`src/rtl/chan_cmd_responder.sv`:
```
// chan_cmd_responder
// Channel-side end of the Aurora command link. It takes one command frame from the
// RX AXI4-stream and performs one read or write on the local io_* bus. It then returns
// a two-beat response frame on the TX AXI4-stream.
//
// Ports
//   io_clk, io_reset             clock, asynchronous active-high reset
//   s_axis_*                     command frames in (header [31:28] op, [27:20] tag, [19:0] addr)
//   m_axis_*                     response frames out (header beat, then data/error-code beat)
//   io_sel/io_sync/io_rd_en/io_wr_en, io_addr, io_wr_data
//                                local programming bus strobes and payload
//   io_rd_data, io_rd_ack        local bus read return
//   cmd_count, err_count         saturating counts of successful / error responses
module chan_cmd_responder #(
    parameter int ACK_TIMEOUT = 256,
    parameter int CNT_W       = 16
) (
    input  logic             io_clk,
    input  logic             io_reset,
    input  logic [31:0]      s_axis_tdata,
    input  logic [3:0]       s_axis_tkeep,
    input  logic             s_axis_tvalid,
    input  logic             s_axis_tlast,
    output logic             s_axis_tready,
    output logic [31:0]      m_axis_tdata,
    output logic [3:0]       m_axis_tkeep,
    output logic             m_axis_tvalid,
    output logic             m_axis_tlast,
    input  logic             m_axis_tready,
    output logic             io_sel,
    output logic             io_sync,
    output logic             io_rd_en,
    output logic             io_wr_en,
    output logic [19:0]      io_addr,
    output logic [31:0]      io_wr_data,
    input  logic [31:0]      io_rd_data,
    input  logic             io_rd_ack,
    output logic [CNT_W-1:0] cmd_count,
    output logic [CNT_W-1:0] err_count
);

    localparam int TMO_W = $clog2(ACK_TIMEOUT + 1);

    localparam logic [3:0] OP_RD    = 4'd1;
    localparam logic [3:0] OP_WR    = 4'd2;
    localparam logic [3:0] ERR_OPC  = 4'd1;
    localparam logic [3:0] ERR_LEN  = 4'd2;
    localparam logic [3:0] ERR_TMO  = 4'd3;
    localparam logic [3:0] ERR_KEEP = 4'd4;

    typedef enum logic [2:0] {
        IDLE, GET_DATA, DRAIN, BUS_WR, BUS_RD, WAIT_ACK, SEND_HDR, SEND_DATA
    } state_t;

    state_t           state_q, state_d;
    logic [3:0]       op_q, op_d;
    logic [7:0]       tag_q, tag_d;
    logic [19:0]      addr_q, addr_d;
    logic [31:0]      data_q, data_d;     // write data, then captured read data
    logic [3:0]       err_q, err_d;       // 0 = no error latched
    logic [TMO_W-1:0] tmo_q, tmo_d;
    logic [CNT_W-1:0] cmd_cnt_q, cmd_cnt_d;
    logic [CNT_W-1:0] err_cnt_q, err_cnt_d;

    logic beat;
    logic keep_ok;

    assign s_axis_tready = (state_q == IDLE) || (state_q == GET_DATA) || (state_q == DRAIN);
    assign beat          = s_axis_tvalid && s_axis_tready;
    assign keep_ok       = (s_axis_tkeep == 4'hF);

    // Every error is raised on a transition out of an error-free path (errors always
    // route to DRAIN/SEND_HDR), so the first error in a frame is never overwritten.
    always_comb begin
        state_d   = state_q;
        op_d      = op_q;
        tag_d     = tag_q;
        addr_d    = addr_q;
        data_d    = data_q;
        err_d     = err_q;
        tmo_d     = tmo_q;
        cmd_cnt_d = cmd_cnt_q;
        err_cnt_d = err_cnt_q;
        case (state_q)
            IDLE: if (beat) begin
                op_d   = s_axis_tdata[31:28];
                tag_d  = s_axis_tdata[27:20];
                addr_d = s_axis_tdata[19:0];
                data_d = '0;
                err_d  = '0;
                if ((s_axis_tdata[31:28] != OP_RD) && (s_axis_tdata[31:28] != OP_WR)) begin
                    err_d   = ERR_OPC;
                    state_d = s_axis_tlast ? SEND_HDR : DRAIN;
                end else if (!keep_ok) begin
                    err_d   = ERR_KEEP;
                    state_d = s_axis_tlast ? SEND_HDR : DRAIN;
                end else if (s_axis_tdata[31:28] == OP_RD) begin
                    if (s_axis_tlast) begin
                        state_d = BUS_RD;
                    end else begin
                        err_d   = ERR_LEN;
                        state_d = DRAIN;
                    end
                end else begin
                    if (s_axis_tlast) begin
                        err_d   = ERR_LEN;
                        state_d = SEND_HDR;
                    end else begin
                        state_d = GET_DATA;
                    end
                end
            end
            GET_DATA: if (beat) begin
                data_d = s_axis_tdata;
                if (s_axis_tlast) begin
                    if (!keep_ok) begin
                        err_d   = ERR_KEEP;
                        state_d = SEND_HDR;
                    end else begin
                        state_d = BUS_WR;
                    end
                end else begin
                    err_d   = ERR_LEN;
                    state_d = DRAIN;
                end
            end
            DRAIN: if (beat && s_axis_tlast) state_d = SEND_HDR;
            BUS_WR: state_d = SEND_HDR;
            BUS_RD: begin
                tmo_d = '0;
                if (io_rd_ack) begin
                    data_d  = io_rd_data;
                    state_d = SEND_HDR;
                end else begin
                    state_d = WAIT_ACK;
                end
            end
            WAIT_ACK: begin
                if (io_rd_ack) begin
                    data_d  = io_rd_data;
                    state_d = SEND_HDR;
                end else if (tmo_q == TMO_W'(ACK_TIMEOUT - 1)) begin
                    err_d   = ERR_TMO;
                    state_d = SEND_HDR;
                end else begin
                    tmo_d = tmo_q + 1'b1;
                end
            end
            SEND_HDR: if (m_axis_tready) state_d = SEND_DATA;
            SEND_DATA: if (m_axis_tready) begin
                state_d = IDLE;
                if (err_q != '0) begin
                    if (err_cnt_q != '1) err_cnt_d = err_cnt_q + 1'b1;
                end else begin
                    if (cmd_cnt_q != '1) cmd_cnt_d = cmd_cnt_q + 1'b1;
                end
            end
            default: state_d = IDLE;
        endcase
    end

    always_ff @(posedge io_clk or posedge io_reset) begin
        if (io_reset) begin
            state_q   <= IDLE;
            op_q      <= '0;
            tag_q     <= '0;
            addr_q    <= '0;
            data_q    <= '0;
            err_q     <= '0;
            tmo_q     <= '0;
            cmd_cnt_q <= '0;
            err_cnt_q <= '0;
        end else begin
            state_q   <= state_d;
            op_q      <= op_d;
            tag_q     <= tag_d;
            addr_q    <= addr_d;
            data_q    <= data_d;
            err_q     <= err_d;
            tmo_q     <= tmo_d;
            cmd_cnt_q <= cmd_cnt_d;
            err_cnt_q <= err_cnt_d;
        end
    end

    // Bus outputs decode straight from state; address/data are gated so the bus idles at 0.
    assign io_sel     = (state_q == BUS_WR) || (state_q == BUS_RD) || (state_q == WAIT_ACK);
    assign io_sync    = (state_q == BUS_WR) || (state_q == BUS_RD);
    assign io_rd_en   = (state_q == BUS_RD) || (state_q == WAIT_ACK);
    assign io_wr_en   = (state_q == BUS_WR);
    assign io_addr    = io_sel ? addr_q : '0;
    assign io_wr_data = io_wr_en ? data_q : '0;

    // Response beats come only from registers, so they stay stable under back-pressure.
    logic [31:0] hdr_word;
    logic [31:0] dat_word;
    assign hdr_word = {(err_q != '0) ? 4'hE : (op_q | 4'h8), tag_q, addr_q};
    assign dat_word = (err_q != '0) ? {28'h0, err_q} : ((op_q == OP_RD) ? data_q : 32'h0);

    assign m_axis_tvalid = (state_q == SEND_HDR) || (state_q == SEND_DATA);
    assign m_axis_tlast  = (state_q == SEND_DATA);
    assign m_axis_tkeep  = m_axis_tvalid ? 4'hF : 4'h0;
    assign m_axis_tdata  = (state_q == SEND_HDR)  ? hdr_word :
                           (state_q == SEND_DATA) ? dat_word : 32'h0;

    assign cmd_count = cmd_cnt_q;
    assign err_count = err_cnt_q;

endmodule

```
`config.mk`:
```
export PLATFORM = sky130hd
export DESIGN_NAME = chan_cmd_responder
export DESIGN_NICKNAME = d
export VERILOG_FILES = /design/src/rtl/chan_cmd_responder.sv
export SDC_FILE = /design/constraint.sdc
export NUM_CORES = 1
export LEC_CHECK = 0
export CAP_MARGIN = 20
export CORE_UTILIZATION = 46
export CTS_CLUSTER_SIZE = 25
export DETAILED_ROUTE_END_ITERATION = 8
export PLACE_DENSITY_LB_ADDON = 0.05
export SLEW_MARGIN = 20
export SYNTH_ARGS = -nofsm -noshare
export SYNTH_HDL_FRONTEND = slang
export SYNTH_SLANG_ARGS = --single-unit
```
`constraint.sdc`:
```
create_clock -name io_clk -period 4.19 [get_ports io_clk]
set_clock_uncertainty 0.2 [all_clocks]
set_input_delay 0.6285 -clock io_clk [delete_from_list [all_inputs] [get_ports io_clk]]
set_output_delay 0.6285 -clock io_clk [all_outputs]
set_load 0.01 [all_outputs]
```
# Word-level counts from Yosys, hierarchy flattened
# Index checks and enable logic that the tools add are counted.
op_classes:
  add_sub_neg: 3
  n_eq_ne: 26
  muxes: 44
  n_bitwise: 1
  reduce_logical: 22
op_table:
  columns: ["op", "count"]
  rows:
  - ["$mux W32", 8]
  - ["$pmux W32 S3", 1]
  - ["$mux W3", 16]
  - ["$mux W4", 10]
  - ["$add A16 B1 Y16 const B", 2]
  - ["$ne A16 B16 Y1 const B", 2]
  - ["$pmux W3 S8", 1]
  - ["$mux W20", 1]
  - ["$mux W9", 2]
  - ["$pmux W9 S2", 1]
  - ["$eq A3 B3 Y1 const B", 4]
  - ["$ne A2 B2 Y1 const B", 6]
  - ["$pmux W4 S3", 1]
  - ["$reduce_and A4 Y1", 3]
  - ["$reduce_and A6 Y1", 2]
  - ["$add A9 B1 Y9 const B", 1]
  - ["$eq A9 B8 Y1 const B", 1]
  - ["$eq A4 B1 Y1 const B", 2]
  - ["$eq A3 B2 Y1 const B", 2]
  - ["$logic_or A1 B1 Y1", 6]
  - ["$mux W2", 3]
  - ["$ne A2 B1 Y1 const B", 3]
  - ["$ne A3 B3 Y1 const B", 2]
  - ["$reduce_bool A3 Y1", 2]
  - ["12 further kinds", 14]
word_totals:
  ff_bits: 112
  inputBits: 74
  output_inout_bits: 127
  word_cells: 105

# Logic depth before layout (Yosys ltp)
depth:
  ltp_word: 7
  mapped_depth: 8
  mapped_depth_nobuf: 8

# Least setup slack after synthesis
# Ideal clock, no wire load.
synth_path:
  path_type: "register to output"
  startpoint: "register state_q[1]"
  endpoint: "output port m_axis_tdata[29]"
  arrival_ns: 1.579
  required_ns: 3.362
  path_slack_ns: 1.782
  stages_incl_launch_ff: 8
  path_buffers: 3
  path_cell_list: "dfrtp_1 > buf_2 > and2_1 > nor2b_1 > clkbuf_1 > clkbuf_1 > o21ai_0 > nand2_1"
synth_via:
  elab_chain_len: 3
  elab_cells_between_ends: 4
  cone_classes: "eq/ne: 2; mux: 2"
synth_rtl:
  columns: ["element", "line", "source"]
  rows:
  - ["from (decl)", "55", "state_t state_q, state_d;"]
  - ["from (signal assigned)", "174", "state_q <= state_d;"]
  - ["$eq A3 B3 Y1", "204", "(state_q == SEND_DATA) ? dat_word : 32'h0;"]
  - ["$mux W32", "204", null]
  - ["$mux W32 (*)", "203", "assign m_axis_tdata = (state_q == SEND_HDR) ? hdr_word :"]
  - ["to (decl)", "25", "output logic [31:0] m_axis_tdata,"]
# Mark *: on every way between the ends. The rest lies on a longest branch, timed or not.

# Final worst setup path
layout_path:
  startpoint: "register state_q[2]"
  endpoint: "output port m_axis_tdata[12]"
# The elaborated chain is that of the path after synthesis.

==> results.cfg <==
[logic_synthesis]
ys_ff_latch = 111
synth_fp_nets = 670
synth_cell_types = 48
yosysWarnings = 0
synth_cells = 591
netlist_area_um2 = 5950
synth.avg_cell_area_um2 = 10.1
yosysSeqAreaShare_pct = 46.7

[detailed_routing]
first_iter_violations = 314
drc = 0
drtAntennaViolNets = 0
post_drt_wl_per_cell_um = 18.3
drtPass1Iterations = 5
via_per_inst = 5.64
vias = 5346
totalWireLength_um = 17400

[setup_path]
crit_path_end_kind = output port
worst-path-max-fanout = 21
path_cells = nand3_1 > nor3_4 > buf_4 > a22o_1 > clkdlybuf4s50_1
crit_family = buffers and inverters
max_stage_delay_ps = 670
required_ps = 3360
critPathSlowestCell = dfrtp_1
critPathLaunchType = register
crit_arrival_ps = 2980
critPathKind = reg2out
path_buf_inv = 2

[floorplan]
ioPinCount = 201
initial_core_util_pct = 47.2
core_um2 = 12600
die_h_um = 116
rows = 41
die_w_um = 116
fp.dieArea_um2 = 13400

[run]
maxCapViolations = 0

[pwr]
power_density_nw_per_um2 = 582
max-vdd-ir-drop_v = 0.000331
p_leak_nw = 3.51

[layout]
drive_gt1_share_pct = 10.3
stdcell_area_um2 = 8380
syn_to_final_growth_pct = 40.7
nets = 851
fillers = 1035
final_common_cell = clkdlybuf4s50_1
layout.cells.most_common_list = 200 x clkdlybuf4s50_1, 111 x dfrtp_1, 57 x and2_1, 43 x nor2_1, 42 x a21oi_1
postLayoutCoreUtil_pct = 66.4
insertedDiodeCount = 0

[sta]
grt_setup_unrepaired = no
tightest_slew_ps = 851
final_hold_viol_count = 0
slew_viol_final = 0
setup_tns_ps = 0
max_freq_mhz = 262
setup_viol_count_final = 0
timing.final.ws_setup_ps = 378
fin_crit_sh_pct = 91.0
finalCriticalPeriod_ps = 3810
max_slew_margin_pct = 43.2

[placed_design]
dpl_cell_area_um2 = 8110
hpwl_um = 11900
pre_cts_ws_ps = 750
routabilityCongestion = 0.842
portBuffers = 200

[cts]
cts_tree = yes
cts_max_level = 3
postCtsSetupRepairBufs = 0
clock_sinks = 111
insertion_delay_ps = 340
numCtsBuffers = 9
cts_hold_buffers = 0
cts_root_buffer = clkbuf_16
clockBufferDepth = 2
clk_pin_slew_worst_paths_ps = 70
cts.repair.resized = 0

[outcome]
status = completed

[global_routing]
grt_pass1_wl_um = 27200
grt_pass1_vias = 5217
grt_max_degree = 65
overflow = 0
antenna_found_initial = 0
grtUsageTotal_pct = 26.7

[min_path]
hold_path_class = reg2reg
final timing paths:
check                                          startpoint                   endpoint  slack (ps)  depth (start not counted)
worst max-delay path               state_q[2]$_DFFE_PP0P_           m_axis_tdata[12]         380                          5
worst min-delay path            cmd_count[12]$_DFFE_PP0P_  cmd_count[12]$_DFFE_PP0P_         300                          1
worst max register to register       tmo_q[2]$_DFFE_PP0P_       tmo_q[4]$_DFFE_PP0P_        1630                          8
worst min register to register  cmd_count[12]$_DFFE_PP0P_  cmd_count[12]$_DFFE_PP0P_         300                          1
max in group asynchronous                        io_reset     addr_q[17]$_DFFE_PP0P_        2450                          3
min in group asynchronous                        io_reset   err_count[4]$_DFFE_PP0P_         570                          2
cell type report:
class | instances | area (um^2) | share of cell area [%]
clock buffers | 13 | 250 | 2.99
clock inverters | 2 | 16.3 | 0.194
inverters | 11 | 43.8 | 0.523
multi-input cells | 429 | 2980 | 35.6
flip-flops and latches | 111 | 2780 | 33.2
well taps | 172 | 215 | 2.57
repair buffers | 210 | 2090 | 24.9
Yosys cell counts, drive strengths merged:
cell / number / area (um^2)
a22o: 26 / 228
xnor2: 3 / 26.3
a211oi: 1 / 7.51
a31oi: 2 / 12.5
o21ai: 13 / 65.1
and4: 4 / 35.0
a32o: 2 / 20.0
nand3: 15 / 75.1
or3: 6 / 37.5
nand4b: 1 / 8.76
nor4: 12 / 105
o31ai: 2 / 15.0
inv: 11 / 41.3
and2: 57 / 357
nor3b: 4 / 35.0
or4: 1 / 7.51
nand3b: 1 / 7.51
or4b: 1 / 10.0
and3: 1 / 6.26
nand2: 33 / 129
xor2: 31 / 272
nand4: 12 / 100
mux2: 34 / 383
buf: 20 / 111
nor2: 44 / 165
nor2b: 6 / 37.5
a21oi: 43 / 219
a22oi: 37 / 278
nand2b: 3 / 18.8
or2: 4 / 25.0
o21bai: 2 / 15.0
nor3: 16 / 90.1
ha: 5 / 62.6
clkbuf: 20 / 76.3
nor4b: 6 / 83.8
a21o: 1 / 7.51
dfrtp: 111 / 2780
sequential cells by signal (all words and copies together), names as in the netlist:
signal	count
cmd_count	16
err_q	3
op_q	4
tag_q	8
tmo_q	9
data_q	32
state_q	3
addr_q	20
err_count	16
per-stage QoR:
stage | hold slack (ps) | cells | total power, W
6_report | 302 | 948 | 0.00487
5_1_grt | 320 | 948 | 0.00518
4_1_cts | 302 | 948 | 0.00490
3_5_place_dp | 280 | 933 | 0.00408
3_3_place_gp | 271 | 933 | 0.00404
2_1_floorplan | 250 | 591 | 0.00297
kinds of logic after synthesis:
group	Yosys count	synth area share (%)
compound gates	129	14.6
flops	111	46.7
buf+inv	51	3.85
mux	34	6.43
fa+ha+maj	5	1.05
xor+xnor	34	5.00
simple gates	227	22.4
report_power, final:
part | switching [W] | total [W] | internal (W)
clock | 0.000379 | 0.000799 | 0.000420
combinational | 0.00108 | 0.00227 | 0.00119
sequential | 0.000346 | 0.00180 | 0.00146
routing by layer:
metal  up-vias  global-route usage, %  wire, um  share of wire (%)
met5         -                      0         0                  0
met4         0                   8.89       335                1.9
met3        26                   6.17      1220                7.0
met2       220                   41.2      8160                 47
met1      2616                   37.2      7660                 44
li1       2484                      -         -                  -
No activity file was read; power rests on OpenSTA's default activity.
